### config.mk
export PLATFORM = sky130hd
export DESIGN_NAME = sar_comparator_ctrl
export DESIGN_NICKNAME = d
export VERILOG_FILES = /design/src/rtl/sar_comparator_ctrl.sv
export SDC_FILE = /design/constraint.sdc
export NUM_CORES = 1
export LEC_CHECK = 0
export CORE_MARGIN = 1
export CORE_UTILIZATION = 40
export DETAILED_ROUTE_END_ITERATION = 12
export MAX_ROUTING_LAYER = met4
export SYNTH_ARGS = -nofsm -noshare
export SYNTH_HDL_FRONTEND = slang
export SYNTH_SLANG_ARGS = --single-unit
### constraint.sdc
create_clock -name clk -period 2.9 [get_ports clk]
set_input_delay 0.58 -clock clk [delete_from_list [all_inputs] [get_ports clk]]
set_output_delay 0.58 -clock clk [all_outputs]
set_load 0.02 [all_outputs]
### src/rtl/sar_comparator_ctrl.sv
// Successive-approximation controller: steps a binary trial code on the DAC,
// strobes the clocked comparator once per bit and assembles the result MSB-first.
module sar_comparator_ctrl #(
  parameter int N_BITS        = 8,
  parameter int SETTLE_CYCLES = 2
) (
  input  logic              clk,
  input  logic              rst_n,
  input  logic              start,
  input  logic              cmp_out,
  output logic              cmp_clk,
  output logic [N_BITS-1:0] dac_code,
  output logic              busy,
  output logic              done,
  output logic [N_BITS-1:0] result
);

  localparam int IDX_W = (N_BITS > 1) ? $clog2(N_BITS) : 1;
  localparam logic [IDX_W-1:0]  MSB_IDX  = IDX_W'(N_BITS - 1);
  localparam logic [IDX_W-1:0]  IDX_ONE  = IDX_W'(1);
  localparam logic [N_BITS-1:0] MSB_CODE = N_BITS'(1) << (N_BITS - 1);
  localparam logic [3:0]        SETTLE_LAST = 4'(SETTLE_CYCLES - 1);

  typedef enum logic [2:0] {
    IDLE   = 3'd0,
    SETTLE = 3'd1,
    STROBE = 3'd2,
    EVAL   = 3'd3,
    DONE   = 3'd4
  } state_t;

  // With no settle time the DAC code goes straight to the comparator strobe.
  localparam state_t BIT_FIRST = (SETTLE_CYCLES == 0) ? STROBE : SETTLE;

  state_t            state, state_d;
  logic [IDX_W-1:0]  bit_idx, bit_idx_d;
  logic [3:0]        cnt, cnt_d;
  logic [N_BITS-1:0] code_d;
  logic [N_BITS-1:0] result_d;

  // Resolve the current bit from the decision and raise the next trial bit.
  function automatic logic [N_BITS-1:0] next_trial(
    input logic [N_BITS-1:0] code,
    input logic [IDX_W-1:0]  idx,
    input logic              decision
  );
    logic [N_BITS-1:0] t;
    t = code;
    if (!decision) t[idx] = 1'b0;
    if (idx != '0) t[idx - IDX_ONE] = 1'b1;
    return t;
  endfunction

  always_comb begin
    state_d   = state;
    bit_idx_d = bit_idx;
    cnt_d     = cnt;
    code_d    = dac_code;
    result_d  = result;
    case (state)
      IDLE: begin
        if (start) begin
          bit_idx_d = MSB_IDX;
          code_d    = MSB_CODE;
          cnt_d     = '0;
          state_d   = BIT_FIRST;
        end
      end
      SETTLE: begin
        if (cnt == SETTLE_LAST) begin
          cnt_d   = '0;
          state_d = STROBE;
        end else begin
          cnt_d = cnt + 4'd1;
        end
      end
      STROBE: state_d = EVAL;
      EVAL: begin
        code_d = next_trial(dac_code, bit_idx, cmp_out);
        if (bit_idx != '0) begin
          bit_idx_d = bit_idx - IDX_ONE;
          cnt_d     = '0;
          state_d   = BIT_FIRST;
        end else begin
          result_d = code_d;
          state_d  = DONE;
        end
      end
      DONE:    state_d = IDLE;
      default: state_d = IDLE;
    endcase
  end

  // Outputs are registered from the next state so they are glitch-free.
  always_ff @(posedge clk or negedge rst_n) begin
    if (!rst_n) begin
      state    <= IDLE;
      bit_idx  <= '0;
      cnt      <= '0;
      dac_code <= '0;
      result   <= '0;
      cmp_clk  <= 1'b0;
      busy     <= 1'b0;
      done     <= 1'b0;
    end else begin
      state    <= state_d;
      bit_idx  <= bit_idx_d;
      cnt      <= cnt_d;
      dac_code <= code_d;
      result   <= result_d;
      cmp_clk  <= (state_d == STROBE);
      busy     <= (state_d != IDLE);
      done     <= (state_d == DONE);
    end
  end

endmodule

==> results.ini <==
[clock_network]
clockBufferDepth = 2
cts_setup_buffers = 0
clkTransAtPathRegs_ps = 60
cts_hold_buf = 0
cts_made_buffers = 5
cts_sinks = 29
clk_latency_ps = 270
htree_levels = 2
cts_tree = built
cts-root-buf = clkbuf_8
cts.repair.resized = 0

[detailed_routing]
final_antenna_net_count = 0
viasPerCell = 5.423
wirelength_um = 3214
drtIter0Drc = 60
vias = 1269
drtPass1Iterations = 4
remaining_drc_errors = 0
drt-wirelength-per-cell_um = 13.74

[setup_path]
crit_type = flop to flop
critical_path_arrival_ps = 2300
required_ps = 3110
path_max_fanout = 8
crit_path_start_kind = flop
endpoint_kind = flop

[synthesis]
synth_top_area_cell = dfrtp_1
yosysUniqueCellTypes = 36
synth_top_area_share_pct = 48.70
synth-xor-area-share_pct = 0
syn-num-nets = 169
synth-simple-area-share_pct = 22.42
synth_top_family_by_area = simple AND/OR/NAND/NOR gates
synth_area_sq_um = 1490
synth_cells = 163
avgSynthCellArea_sq_um = 9.142
synth_ff_type = dfrtp_1
synthArstFlopShare_pct = 100.0
synth_fa_ha_area_share_pct = 1.679
synth_compound_area_share_pct = 21.83
synth_warnings = 0
synth_edf_count = 0
synth_seq_cells = 29
yosys-top-cells-area = dfrtp_1, nand2_1, a21oi_1
synthMuxAreaShare_pct = 0
ys_seq_area_share_pct = 48.70

[global_routing]
grt_max_degree = 30
grt_first_pass_wirelength_um = 5616
overflow = 0
grt_pass1_vias = 1165
grt.total_usage_pct = 19.24
grt_antenna_before_repair = 0

[placement]
numPortBuffers = 22
hpwl_um = 2249
place_congestion = 0.8332
placed_area_sq_um = 1733

[floorplan]
start_util_pct = 43.29
ios = 23
die_area_sq_um = 3973
die-height_um = 63.04
rows = 21
coreArea_sq_um = 3442
die_w_um = 63.04

[cells_and_area]
layout_common_cells = dfrtp_1, nand2_1, clkdlybuf4s50_1
final_area_sq_um = 1813
nets = 193
layout_commonest_cell = dfrtp_1
n_antenna_cell = 0
synthToLayoutAreaGrowth_pct = 21.66
drive_gt1_share_pct = 5.319

[timing]
clock_skew_ps = 5.653
period_minus_slack_ps = 2086
worst_slew_margin_rel_pct = 62.36
hold_viol = 0
setup_viol = 0
finalCritPeriodShare_pct = 71.93
fmax_mhz = 479.4
rsz0062_at_grt = false
report.final.slew_viol_count = 0
worst_pin_slew_ps = 556.7
fin_setup_tns_ps = 0

[status]
status = completed

[power]
vdd_drop_max_mv = 0.5785
p_per_area_nw_per_um2 = 1009
p_leak_nw = 0.7802

[job]
cap_viol_max_count = 0

[min_path]
min_path_type = flop to flop

==> path summary, 6_finish.rpt <==
path                                        start                       to  slack [ps]  depth (start not counted)
min reg2reg                 result[7]$_DFFE_PN0P_    result[7]$_DFFE_PN0P_         480                          2
min                         result[7]$_DFFE_PN0P_    result[7]$_DFFE_PN0P_         480                          2
max reg2reg                bit_idx[0]$_DFFE_PN0P_  dac_code[1]$_DFFE_PN0P_         810                          6
max                        bit_idx[0]$_DFFE_PN0P_  dac_code[1]$_DFFE_PN0P_         810                          6
max in group asynchronous                   rst_n    result[3]$_DFFE_PN0P_        1930                          2
min in group asynchronous                   rst_n       cnt[2]$_DFFE_PN0P_         690                          2
==> through the flow <==
step | cells | total power [mW] | hold slack [ps] | utilization [%] | setup slack [ps]
after floorplan | 163 | 1.249 | 284.4 | - | 902.0
after global placement | 226 | 1.491 | 458.3 | 50.35 | 731.9
after detailed placement | 226 | 1.517 | 469.3 | 50.35 | 673.7
after CTS | 234 | 1.840 | 482.8 | 52.67 | 765.9
after global routing | 234 | 1.984 | 513.4 | 52.67 | 589.6
final | 234 | 1.829 | 477.7 | 52.67 | 814.1
==> where the power goes <==
group | switching [mW] | internal (mW) | total (mW)
Sequential | 0.141 | 0.518 | 0.658
Clock | 0.141 | 0.170 | 0.311
Combinational | 0.492 | 0.368 | 0.860
Total | 0.774 | 1.06 | 1.83
==> cells in the mapped netlist, types with 3 or more instances <==
master and instances:
dfrtp_1 29, nand2_1 23, a21oi_1 17, nor2_1 15
o21ai_0 13, o31ai_1 11, inv_1 7, buf_6 3
clkbuf_1 3, nand2b_1 3, nand3_1 3, or3_1 3
==> state kept, by name, indices dropped and copies added, names as in the netlist <==
register and flops:
result 8, bit_idx 3, done 1, state 3
cnt 4, dac_code 8, busy 1, cmp_clk 1
==> cell families after synthesis <==
group,Yosys count
DFF,29
and+or+nand+nor,65
adders and majority gates,2
buffers and inverters,15
AOI/OAI and AO/OA,52
==> metal layers <==
metal | global-route usage (%) | up-vias | routed length [um]
met3 | 5.839 | 5 | 156
met1 | 24.07 | 615 | 1595
met5 | - | - | 0
met4 | 8.430 | 0 | 57
li1 | - | 622 | -
met2 | 28.49 | 27 | 1405
==> area by class of cell <==
type	instances	area, sq um
clock buffers	8	80.08
well taps	46	57.56
repair buffers	24	235.2
multi-input cells	119	684.4
inverters	8	30.03
flip-flops and latches	29	725.7
fillers	321	1629
==> worst max-delay path: stages (launching register included) <==
cell and delay [ps]:
dfrtp_1 520, clkinv_1 150, ha_1 450, nor4b_1 360
a2bb2oi_1 330, a22oi_1 120, nand2_1 90
No activity file was read; power rests on OpenSTA's default activity.
